--- config.mk ---
export PLATFORM = sky130hd
export DESIGN_NAME = ysyx_22040210_div_ctrl
export DESIGN_NICKNAME = d
export VERILOG_FILES = /design/src/rtl/ysyx_22040210_div_ctrl_pkg.sv /design/src/rtl/ysyx_22040210_div_fixup.sv /design/src/rtl/ysyx_22040210_div_ctrl.sv
export SDC_FILE = /design/constraint.sdc
export NUM_CORES = 1
export LEC_CHECK = 0
export CORE_MARGIN = 2
export CORE_UTILIZATION = 46
export DETAILED_ROUTE_END_ITERATION = 10
export GPL_ROUTABILITY_DRIVEN = 0
export PLACE_DENSITY = 0.78
export SYNTH_ARGS = -nofsm -noshare
export SYNTH_HDL_FRONTEND = slang
export SYNTH_SLANG_ARGS = --single-unit
--- constraint.sdc ---
create_clock -name clk -period 15.79 [get_ports clk]
set_input_delay 2.3685 -clock clk [delete_from_list [all_inputs] [get_ports clk]]
set_output_delay 2.3685 -clock clk [all_outputs]
set_load 0.005 [all_outputs]
--- src/rtl/ysyx_22040210_div_ctrl_pkg.sv ---
// ysyx_22040210_div_ctrl_pkg: op codes, FSM states and op decode helpers shared by the divider controller.
package ysyx_22040210_div_ctrl_pkg;
  localparam int XLEN = 64;
  localparam logic [1:0] OP_DIV  = 2'd0;
  localparam logic [1:0] OP_DIVU = 2'd1;
  localparam logic [1:0] OP_REM  = 2'd2;
  localparam logic [1:0] OP_REMU = 2'd3;
  typedef enum logic [2:0] {S_IDLE, S_ISSUE, S_WAIT, S_DONE, S_DRAIN} state_e;
  function automatic logic op_signed(input logic [1:0] op);
    return (op == OP_DIV) | (op == OP_REM);
  endfunction
  function automatic logic op_rem(input logic [1:0] op);
    return (op == OP_REM) | (op == OP_REMU);
  endfunction
endpackage

--- src/rtl/ysyx_22040210_div_fixup.sv ---
// ysyx_22040210_div_fixup: operand extension/magnitude, zero-divisor and overflow detection, result sign fix-up.
module ysyx_22040210_div_fixup
  import ysyx_22040210_div_ctrl_pkg::*;
#(
  parameter int WIDTH = XLEN
) (
  input  logic [1:0]       op_i,
  input  logic             word_i,
  input  logic [WIDTH-1:0] src1_i,
  input  logic [WIDTH-1:0] src2_i,
  output logic [WIDTH-1:0] dividend_o,
  output logic [WIDTH-1:0] divisor_o,
  output logic             neg_q_o,
  output logic             neg_r_o,
  output logic             special_o,
  output logic [WIDTH-1:0] special_res_o,
  input  logic             rem_i,
  input  logic             word_res_i,
  input  logic             neg_q_i,
  input  logic             neg_r_i,
  input  logic [WIDTH-1:0] quotient_i,
  input  logic [WIDTH-1:0] remainder_i,
  output logic [WIDTH-1:0] result_o
);
  function automatic logic [WIDTH-1:0] wext(input logic w, input logic [WIDTH-1:0] v);
    return w ? {{(WIDTH-32){v[31]}}, v[31:0]} : v;
  endfunction
  logic             sgn, s1, s2, div0, ovf;
  logic [WIDTH-1:0] a, b, min_v, sp_sel, fsel, fval;
  assign sgn = op_signed(op_i);
  assign a = word_i ? {{(WIDTH-32){sgn & src1_i[31]}}, src1_i[31:0]} : src1_i;
  assign b = word_i ? {{(WIDTH-32){sgn & src2_i[31]}}, src2_i[31:0]} : src2_i;
  // most negative value of the operating width, already sign-extended for W forms
  assign min_v = word_i ? {{(WIDTH-31){1'b1}}, 31'b0} : {1'b1, {(WIDTH-1){1'b0}}};
  assign s1 = sgn & a[WIDTH-1];
  assign s2 = sgn & b[WIDTH-1];
  assign dividend_o = s1 ? -a : a;
  assign divisor_o = s2 ? -b : b;
  assign neg_q_o = s1 ^ s2;
  assign neg_r_o = s1;
  assign div0 = b == '0;
  assign ovf = sgn & (a == min_v) & (b == '1);
  assign special_o = div0 | ovf;
  assign sp_sel = op_rem(op_i) ? (div0 ? a : '0) : (div0 ? '1 : a);
  assign special_res_o = wext(word_i, sp_sel);
  assign fsel = rem_i ? remainder_i : quotient_i;
  assign fval = (rem_i ? neg_r_i : neg_q_i) ? -fsel : fsel;
  assign result_o = wext(word_res_i, fval);
endmodule

--- src/rtl/ysyx_22040210_div_ctrl.sv ---
// ysyx_22040210_div_ctrl: MDU-side initiator for the unsigned divider; one op in flight,
// local handling of zero divisor and signed overflow, flush drains any outstanding divider result.
module ysyx_22040210_div_ctrl
  import ysyx_22040210_div_ctrl_pkg::*;
#(
  parameter int WIDTH = XLEN
) (
  input  logic             clk,
  input  logic             rst,
  input  logic             mdu_valid_i,
  output logic             mdu_ready_o,
  input  logic [1:0]       mdu_op_i,
  input  logic             mdu_word_i,
  input  logic [WIDTH-1:0] mdu_src1_i,
  input  logic [WIDTH-1:0] mdu_src2_i,
  input  logic             flush_i,
  output logic             result_valid_o,
  input  logic             result_ready_i,
  output logic [WIDTH-1:0] result_o,
  output logic             mdu_busy_o,
  output logic             div_datavalid_o,
  output logic [WIDTH-1:0] div_dividend_o,
  output logic [WIDTH-1:0] div_divisor_o,
  output logic             div_ready_o,
  input  logic             div_doing_i,
  input  logic             div_qrvalid_i,
  input  logic [WIDTH-1:0] div_quotient_i,
  input  logic [WIDTH-1:0] div_remainder_i
);
  state_e           state_q, state_d;
  logic [WIDTH-1:0] dividend_q, dividend_d, divisor_q, divisor_d, result_q, result_d;
  logic             rem_q, rem_d, word_q, word_d, neg_q_q, neg_q_d, neg_r_q, neg_r_d;
  logic [WIDTH-1:0] fx_dividend, fx_divisor, fx_special_res, fx_result;
  logic             fx_neg_q, fx_neg_r, fx_special, accept;
  ysyx_22040210_div_fixup #(.WIDTH(WIDTH)) u_fixup (
    .op_i          (mdu_op_i),
    .word_i        (mdu_word_i),
    .src1_i        (mdu_src1_i),
    .src2_i        (mdu_src2_i),
    .dividend_o    (fx_dividend),
    .divisor_o     (fx_divisor),
    .neg_q_o       (fx_neg_q),
    .neg_r_o       (fx_neg_r),
    .special_o     (fx_special),
    .special_res_o (fx_special_res),
    .rem_i         (rem_q),
    .word_res_i    (word_q),
    .neg_q_i       (neg_q_q),
    .neg_r_i       (neg_r_q),
    .quotient_i    (div_quotient_i),
    .remainder_i   (div_remainder_i),
    .result_o      (fx_result)
  );
  assign mdu_ready_o = (state_q == S_IDLE) & ~flush_i;
  assign accept = mdu_valid_i & mdu_ready_o;
  assign mdu_busy_o = state_q != S_IDLE;
  assign result_valid_o = state_q == S_DONE;
  assign result_o = result_q;
  assign div_dividend_o = dividend_q;
  assign div_divisor_o = divisor_q;
  always_comb begin
    state_d = state_q;
    dividend_d = dividend_q;
    divisor_d = divisor_q;
    result_d = result_q;
    rem_d = rem_q;
    word_d = word_q;
    neg_q_d = neg_q_q;
    neg_r_d = neg_r_q;
    div_datavalid_o = 1'b0;
    div_ready_o = 1'b0;
    case (state_q)
      S_IDLE: if (accept) begin
        rem_d = op_rem(mdu_op_i);
        word_d = mdu_word_i;
        neg_q_d = fx_neg_q;
        neg_r_d = fx_neg_r;
        result_d = fx_special ? fx_special_res : result_q;
        dividend_d = fx_special ? dividend_q : fx_dividend;
        divisor_d = fx_special ? divisor_q : fx_divisor;
        state_d = fx_special ? S_DONE : S_ISSUE;
      end
      S_ISSUE: begin
        // hold the request back while a stale result or busy divider is still visible
        div_datavalid_o = ~div_qrvalid_i & ~div_doing_i;
        state_d = div_datavalid_o ? (flush_i ? S_DRAIN : S_WAIT) : (flush_i ? S_IDLE : S_ISSUE);
      end
      S_WAIT: begin
        div_ready_o = div_qrvalid_i;
        result_d = (div_qrvalid_i & ~flush_i) ? fx_result : result_q;
        state_d = div_qrvalid_i ? (flush_i ? S_IDLE : S_DONE) : (flush_i ? S_DRAIN : S_WAIT);
      end
      S_DONE: state_d = (flush_i | result_ready_i) ? S_IDLE : S_DONE;
      S_DRAIN: begin
        div_ready_o = div_qrvalid_i;
        state_d = div_qrvalid_i ? S_IDLE : S_DRAIN;
      end
      default: state_d = S_IDLE;
    endcase
  end
  always_ff @(posedge clk or posedge rst) begin
    if (rst) begin
      state_q <= S_IDLE;
      dividend_q <= '0;
      divisor_q <= '0;
      result_q <= '0;
      rem_q <= 1'b0;
      word_q <= 1'b0;
      neg_q_q <= 1'b0;
      neg_r_q <= 1'b0;
    end else begin
      state_q <= state_d;
      dividend_q <= dividend_d;
      divisor_q <= divisor_d;
      result_q <= result_d;
      rem_q <= rem_d;
      word_q <= word_d;
      neg_q_q <= neg_q_d;
      neg_r_q <= neg_r_d;
    end
  end
endmodule

-- Yosys cells after proc, flatten, opt, wreduce, memory -nomap -nowiden
Cells that the tools add are included.
- word-level logic and storage cells: 79
- register bits after elaboration: 199
- output and inout port bits: 197
- mux-type cells: 29
- eq/ne operators: 11
- add/sub/neg operators: 3
- bitwise operators: 19
- reductions and logical operators: 9
- operators with widths (kind ; count):
    64-bit 2-to-1 mux ; 14
    64-bit negation ; 3
    64-bit case mux with 2 select lines ; 1
    64-bit == test ; 1
    64-bit == test (second input constant) ; 1
    64-bit logical NOT ; 1
    63-bit 2-to-1 mux ; 1
    3-bit 2-to-1 mux ; 5
    3-bit case mux with 5 select lines ; 1
    1-bit AND ; 10
    3-bit by 2-bit == test with 1-bit output (second input constant) ; 2
    2-bit 2-to-1 mux ; 3
    2-bit inequality test (second input constant) ; 3
    2-bit == test (second input constant) ; 2
    1-bit 2-to-1 mux ; 4
    1-bit inverter ; 4
    1-bit OR ; 4
    4-bit AND reduction ; 1
    3-bit by 1-bit == test with 1-bit output (second input constant) ; 1
    3-bit == test (second input constant) ; 1
    3-bit logical NOT ; 1
    3-bit AND reduction ; 1
    3-bit nonzero test ; 1
    2-bit logical NOT ; 1
    4 further kinds ; 4

-- Logic depth before layout (Yosys ltp)
Gate-level depths: netlist of run 1.
- word-level depth: 11
- depth in mapped cells: 17

-- Cells and area by module
Synthesis of run 1 repeated with hierarchy kept, for this count alone.
- cells, all modules: 1717
- area, all modules: 15897.7 µm²
- modules (own cells, without submodules) (module ; cells an instance ; area each (µm²) ; times used ; seq. area each (µm²)):
    ysyx_22040210_div_ctrl ; 520 ; 8306.7 ; 1 ; 4979.8
    ysyx_22040210_div_fixup ; 1197 ; 7591.0 ; 1 ; 0.0

-- Least setup slack after synthesis of run 1
No wires, ideal clock.
- path type: input -> output
- start: input port div_doing_i
- end: output port div_datavalid_o
- arrival time: 2979 ps
- stages: 2
- path slack: 10442 ps
- path buffers: 0
- data required time: 13422 ps
- path through: or3_1 > nor3b_1
- word-level cells in the longest chain between the ends: 3
- ends and longest elaborated chain (what ; RTL line ; source):
    from (decl) ; ysyx_22040210_div_ctrl.sv:25 ; input logic div_doing_i,
    1-bit inverter ; ysyx_22040210_div_ctrl.sv:85 ; div_datavalid_o = ~div_qrvalid_i & ~div_doing_i;
    1-bit AND ; ysyx_22040210_div_ctrl.sv:85 ;
    1-bit 2-to-1 mux ; ysyx_22040210_div_ctrl.sv:72 ; case (state_q)
    to (decl) ; ysyx_22040210_div_ctrl.sv:21 ; output logic div_datavalid_o,
Every way passes these cells.

-- Final worst setup path of run 1
- start: input port mdu_op_i[0]
- end: register divisor_q[45], in the netlist div_divisor_o[45]
- word-level cells in the longest chain between the ends: 10
- ends and longest elaborated chain (what ; RTL line ; source):
    from (decl) ; ysyx_22040210_div_ctrl.sv:12 ; input logic [1:0] mdu_op_i,
    2-bit == test / 2-bit logical NOT (equally long branches) ; ysyx_22040210_div_ctrl_pkg.sv:10 ; return (op == OP_DIV) | (op == OP_REM);
    1-bit OR * ; ysyx_22040210_div_ctrl_pkg.sv:10 ;
    branches (longest 8 deep; another with 64-bit negation) ; n/a ;
    to (signal assigned) ; ysyx_22040210_div_ctrl.sv:114 ; divisor_q <= divisor_d;
    to (decl) ; ysyx_22040210_div_ctrl.sv:31 ; logic [WIDTH-1:0] dividend_q, dividend_d, divisor_q, divisor_d, result_q, result_d;
Every way passes the cells marked *.
A chain may end at the register's enable or synchronous reset.

==> run_results.csv, run 1 <==
group,metric,value,unit
run_status,status,"finished clean",
power,leakage,7.875,nW
yosys,ys_seq_area_frac,0.3185,
worst_hold_path,worstHoldPathType,"register to register",
global_route,gr-total-overflow,0,
setup_path,crit_type,"primary input to register",
floorplanning,rows,67,
setup_path,critPathSlowestCell,"buf_4",
clocking,cts_root_buffer,"clkbuf_16",
floorplanning,core,33530,sq um
cells_and_area,nets,2676,
yosys,synthTopCellsByArea,"dfrtp_1 (32%), o21ai_0 (7.3%), nand2_1 (6.7%)",
timing,finalMaxSlewViolations,0,
yosys,synthFlopType,"dfrtp_1",
setup_path,worstPathRequired,16.12,ns
clocking,clk_path_buf_depth,2,
placement,placed_cell_area,20370,sq um
power,switching_share,0.3725,
detailed_routing,postRouteAntennaNets,0,
setup_path,crit_buf_inv,3,
cells_and_area,multiInputGateArea,9898,sq um
detailed_routing,wire_per_inst,21.75,microns
setup_path,critical-path-max-stage-delay,1.01,ns
clocking,cts_resized,0,
placement,port-buffer-count,462,
timing,skew,0.01120,ns
setup_path,critPathLaunchType,"primary input",
power,pwr-share-seq,0.341,
detailed_routing,vias,17640,
yosys,syn-instance-count,2047,
floorplanning,dieArea,35480,sq um
clocking,postCtsSetupBuffers,0,
clocking,cts_inserted_buffers,17,
cells_and_area,area_growth,33.97,%
setup_path,end_kind,"register",
detailed_routing,routed_via_density,6.141,
power,peakVddDrop,0.00007248,V
timing,rsz0062_at_grt,"no",
detailed_routing,drt-pass1-iter-count,7,
floorplanning,dieWidth,188.4,microns
floorplanning,initial_core_util,0.4663,
setup_path,path_delay_family,"simple AND/OR/NAND/NOR gates",
power,intPower,1.560,mW
yosys,synth_top_area_cell,"dfrtp_1",
clocking,clock_latency,0.45,ns
worst_hold_path,holdPathStages,2,
global_route,antenna_found_initial,5,
yosys,yosys_warnings,0,
setup_path,crit_top_cell,"buf_4",
yosys,synth_edf_count,0,
yosys,synth_async_sr_flop_share,1.000,
global_route,grt_start_max_net_pins,135,
yosys,ys_seq_elements,199,
timing,hold_viol_final,0,
yosys,synth_area_per_cell,7.639,sq um
global_route,grt_pass1_wl,94960,microns
timing,fmax,0.1343,GHz
setup_path,crit_cells,11,
detailed_routing,drc,0,
run,cap_violations,0,
yosys,yosysUniqueCellTypes,75,
timing,min_period_over_period,0.4715,
cells_and_area,post-route-cell-area,20950,sq um
timing,relSlewSlack,0.2012,
placement,hpwl,48410,microns
timing,setup_tns,0,ns
floorplanning,num_io_pins,463,
clocking,clock-sinks,199,
global_route,grt_pass1_vias,16660,
detailed_routing,drt_iter0_markers,2236,
yosys,yosysTopAreaCellShare,0.3185,
detailed_routing,wl,62470,microns
cells_and_area,drive_gt1_frac,0.03721,
power,power_density,118.6,nW/um^2
clocking,hold_buffers,0,
timing,final-setup-viol-count,0,
yosys,netlist_area,15640,sq um
timing,min_period,7.444,ns
power,p_sw,0.9257,mW
cells_and_area,nFillCells,2954,
setup_path,crit_path_cell_trace,"clkdlybuf4s50_1, nand3b_1, buf_4, and2_0, a41oi_1, or4b_1, o31a_1, nand3_4, buf_4, nor2_1, a22o_1",
setup_path,crit_arrival,7.78,ns
clocking,path_clk_slew,0.07,ns
power,pwr-share-comb,0.487,
power,p_clk_frac,0.173,
cells_and_area,ff_latch_area,4984,sq um
yosys,synth_fp_nets,2317,
clocking,cts_tree,"built",
setup_path,cp_max_fo,134,
floorplanning,die_y,188.4,microns
setup_path,r2r_cells,10,
timing,worstMarginPinSlew,1.193,ns
global_route,grtUsageTotal,0.3402,
clocking,htree_num_levels,4,
-- cell usage in the layout (no fill, tap or decap), types with 19 or more instances in the layout --
cell type	Yosys	routed
clkdlybuf4s50_1	0	461
nand2_1	279	279
o21ai_0	227	227
dfrtp_1	199	198
nor2_1	193	193
a21oi_1	172	170
xnor2_1	102	102
nor3_1	88	88
xor2_1	72	72
mux2i_1	62	61
o31ai_1	43	43
inv_1	41	40
nor4_1	37	37
nor3b_1	34	33
nand3_1	26	25
or4_1	23	23
a31oi_1	23	23
nand4_1	22	22
o21ai_1	21	20
buf_4	14	19
-- power by group through the flow --
stage                     clock (mW)  sequential (mW)  combinational [mW]
after floorplan                    0            0.823               0.542
after global placement             0            0.847                1.17
after detailed placement           0            0.852                1.19
after CTS                      0.433            0.845                1.20
after global routing           0.448            0.869                1.30
final                          0.429            0.847                1.21
-- cell type report --
class,count,share of cell area
inverter,43,0.008064
clock buffer,22,0.02216
tap,448,0.02676
multi-input combinational,1664,0.4725
clock inverter,10,0.004659
antenna,5,0.0005973
sequential,199,0.2379
timing repair buffer,481,0.2273
-- synth_stat cells (17+ instances only) --
cell type,count
xnor2_1,102
a31oi_1,23
a21boi_0,17
clkbuf_1,90
xor2_1,72
nor3_1,88
nor2_1,193
o21ai_0,227
nor3b_1,34
o31ai_1,43
mux2i_1,62
o21ai_1,21
nand2_1,279
dfrtp_1,199
inv_1,41
or4_1,23
nand4_1,22
a21oi_1,172
nor4_1,37
buf_2,24
nand3_1,26
-- worst reg2reg max path, cell delays in order (launching register included) --
cell and delay (ns):
dfrtp_4 0.96, buf_4 0.93, nor3b_1 0.47, o221ai_1 0.25, nor4_1 0.28, buf_4 0.19, a21oi_1 0.07, nor3b_2 0.98
o21ai_0 0.35, o2111ai_1 0.27, nand2_1 0.09
-- final timing paths --
check                                    endpoint    startpoint  slack [ns]
worst min register to register       result_o[34]  result_o[34]        0.48
worst max-delay path            div_divisor_o[45]   mdu_op_i[0]        8.35
max in group asynchronous       div_divisor_o[12]           rst       11.71
worst min-delay path                 result_o[34]  result_o[34]        0.48
min in group asynchronous       div_divisor_o[62]           rst        2.46
worst max register to register       result_o[34]         rem_q       10.84
-- routing by layer --
metal | share of wire | GRT usage | vias up | wire length (microns)
li1 | - | - | 8078 | -
met5 | 0 | 0 | - | 0
met4 | 0.051 | 0.1638 | 0 | 3160
met1 | 0.39 | 0.4279 | 8213 | 24320
met2 | 0.46 | 0.5541 | 1148 | 28690
met3 | 0.10 | 0.07730 | 197 | 6295
-- logic make-up (layout without fill, tap and decap cells) --
family	after synthesis	in the layout	share of synthesized area
simple gates	798	798	0.2477
compound gates	613	613	0.2326
flops	199	199	0.3185
buf+inv	184	556	0.05233
xor+xnor	174	174	0.09746
mux	64	64	0.04113
fa+ha+maj	15	15	0.01024
other cells	0	5	0
-- per-stage QoR --
step	power (mW)	std cells	setup WS [ns]	utilization	hold slack, ns
2_1_floorplan	1.365	2047	7.996	-	0.4628
3_3_place_gp	2.022	2835	8.206	0.6076	0.4556
3_5_place_dp	2.046	2835	7.949	0.6076	0.4680
4_1_cts	2.478	2867	8.403	0.6243	0.4827
5_1_grt	2.616	2871	7.978	0.6246	0.4969
6_report	2.485	2872	8.346	0.6247	0.4781
-- flip-flops by register name, summed over array words and instances, names as in the netlist --
signal	count
state_q	3
result_o	64
div_dividend_o	64
div_divisor_o	64
word_q	1
neg_q_q	1
rem_q	1
neg_r_q	1
Note: power is estimated with default switching activity, not from simulation.
==> run 2, diff against run 1 <==
--- a/config.mk
+++ b/config.mk
@@ -6,7 +6,7 @@
 export NUM_CORES = 1
 export LEC_CHECK = 0
 export CORE_MARGIN = 2
-export CORE_UTILIZATION = 46
+export CORE_UTILIZATION = 44
 export DETAILED_ROUTE_END_ITERATION = 10
 export GPL_ROUTABILITY_DRIVEN = 0
 export PLACE_DENSITY = 0.78
==> constraint.sdc (replaced) <==
create_clock -name clk -period 6.51 [get_ports clk]
set_input_delay 0.9765 -clock clk [delete_from_list [all_inputs] [get_ports clk]]
set_output_delay 0.9765 -clock clk [all_outputs]
set_load 0.005 [all_outputs]
==> run_results.csv, run 2 (synthesis gave the netlist of run 1 again) <==
group,metric,value,unit
run_status,status,"finished clean",
cells_and_area,nets,2681,
detailed_routing,routed_via_density,6.042,
clocking,postCtsSetupBuffers,0,
timing,timing.final.ws_setup,1.776,ns
cells_and_area,drive_gt1_frac,0.03924,
power,peakVddDrop,0.0001576,V
detailed_routing,drt-pass1-iter-count,6,
cells_and_area,nFillCells,3172,
cells_and_area,final_cell_mix,"clkdlybuf4s50_1 (461), nand2_1 (279), o21ai_0 (227), dfrtp_1 (198), nor2_1 (193)",
detailed_routing,postRouteAntennaNets,0,
placement,hpwl,48540,microns
clocking,clock_latency,0.45,ns
global_route,grt_start_max_net_pins,105,
global_route,antenna_found_initial,5,
timing,min_period,4.734,ns
setup_path,crit_type,"primary input to register",
detailed_routing,drt_iter0_markers,1840,
floorplanning,num_io_pins,463,
cells_and_area,area_growth,34.78,%
floorplanning,dieWidth,192.5,microns
floorplanning,dieArea,37060,sq um
timing,skew,0.01384,ns
setup_path,path_delay_family,"simple AND/OR/NAND/NOR gates",
global_route,grt_pass1_vias,16360,
clocking,clk_path_buf_depth,2,
setup_path,crit_arrival,5.04,ns
detailed_routing,vias,17440,
timing,final-setup-viol-count,0,
worst_hold_path,worstHoldPathType,"register to register",
clocking,htree_num_levels,4,
floorplanning,core,35310,sq um
clocking,cts_tree,"built",
clocking,cts_root_buffer,"clkbuf_16",
timing,worstMarginPinSlew,1.254,ns
clocking,hold_buffers,0,
power,leakage,7.939,nW
floorplanning,rows,69,
setup_path,crit_top_cell,"or4_1",
clocking,path_clk_slew,0.07,ns
detailed_routing,wl,61640,microns
clocking,cts_inserted_buffers,17,
setup_path,crit_buf_inv,2,
setup_path,end_kind,"register",
setup_path,worstPathRequired,6.81,ns
global_route,grt_pass1_wl,93180,microns
setup_path,cp_max_fo,104,
clocking,clock-sinks,199,
placement,port-buffer-count,462,
clocking,cts_resized,0,
global_route,grtUsageTotal,0.3257,
detailed_routing,drc,0,
timing,rsz0062_at_grt,"no",
timing,min_period_over_period,0.7272,
power,power_density,289.4,nW/um^2
setup_path,critPathLaunchType,"primary input",
timing,fmax,0.2112,GHz
timing,hold_viol_final,0,
placement,post-place-ws,1.428,ns
floorplanning,die_y,192.5,microns
timing,relSlewSlack,0.1611,
global_route,gr-total-overflow,0,
timing,whs,0.4764,ns
run,cap_violations,0,
timing,setup_tns,0,ns
setup_path,critical-path-max-stage-delay,0.71,ns
timing,finalMaxSlewViolations,0,
cells_and_area,layout_commonest_cell,"clkdlybuf4s50_1",
detailed_routing,wire_per_inst,21.35,microns
cells_and_area,layout.cells.non_filler,2887,
placement,dp.cells,2853,
setup_path,critPathSlowestCell,"or4_1",
setup_path,crit_path_cell_trace,"clkdlybuf4s50_1, or4_1, or4_1, nor2_4, nand4b_1, o31a_1, nand3_4, buf_12, o21ai_0",
floorplanning,initial_core_util,0.4428,
-- run 2: changes by cell type in the layout (fill, tap and decap cells not counted), moves of 2 or more --
cell / change
clkbuf_1: -3
bufinv_16: +3
clkinv_4: -3
buf_4: +3
inv_6: +2
buf_12: +2
-- run 2: path summary, 6_finish.rpt --
path / start / to / slack (ns) / cells past startpoint
min in group asynchronous: rst / div_dividend_o[3] / 1.01 / 2
hold reg to reg: div_divisor_o[55] / div_divisor_o[55] / 0.48 / 2
hold / removal: div_divisor_o[55] / div_divisor_o[55] / 0.48 / 2
setup / recovery: mdu_src1_i[7] / div_divisor_o[56] / 1.78 / 9
max in group asynchronous: rst / div_divisor_o[3] / 4.15 / 3
setup reg to reg: rem_q / result_o[34] / 2.17 / 10
-- run 2: worst register-to-register path, cell delays in order, from the launching register on --
cell	delay, ns
dfrtp_4	0.65
buf_4	0.80
nor4b_1	0.52
nor2_1	0.08
nor4_1	0.25
buf_4	0.21
a21oi_1	0.09
nor3b_2	0.90
o21ai_0	0.41
o2111ai_1	0.23
nand2_1	0.08
-- run 2: routing by layer --
layer	global-route usage	wire [microns]	vias up
met5	0	13	-
met4	0.1491	3036	2
met3	0.07456	6494	200
met2	0.5295	28210	1083
met1	0.4116	23880	8094
li1	-	-	8064
-- run 2: where the power goes --
| group | total, mW | switching, mW | leakage [nW] | internal, mW |
|---|---|---|---|---|
| Sequential | 2.04 | 0.336 | 2.49 | 1.70 |
| Clock | 1.14 | 0.494 | 0.295 | 0.650 |
| Combinational | 2.92 | 1.38 | 5.15 | 1.53 |
-- run 2: stage by stage --
step / power [mW] / utilization / area, sq um
floorplan: 3.311 / - / 15640
global placement: 4.890 / 0.5792 / 20450
detailed placement: 4.959 / 0.5792 / 20450
CTS: 6.101 / 0.5965 / 21060
global route: 6.474 / 0.5966 / 21070
finish: 6.100 / 0.5969 / 21080
-- run 2: cell type report --
class | count | area [sq um] | area share
Multi-Input combinational cell | 1664 | 9898 | 0.4697
Sequential cell | 199 | 4984 | 0.2365
Timing Repair Buffer | 486 | 4825 | 0.2289
Tap cell | 461 | 576.8 | 0.02737
Clock buffer | 18 | 439.2 | 0.02084
Clock inverter | 11 | 171.4 | 0.008133
Inverter | 43 | 168.9 | 0.008015
Antenna cell | 5 | 12.51 | 0.0005937
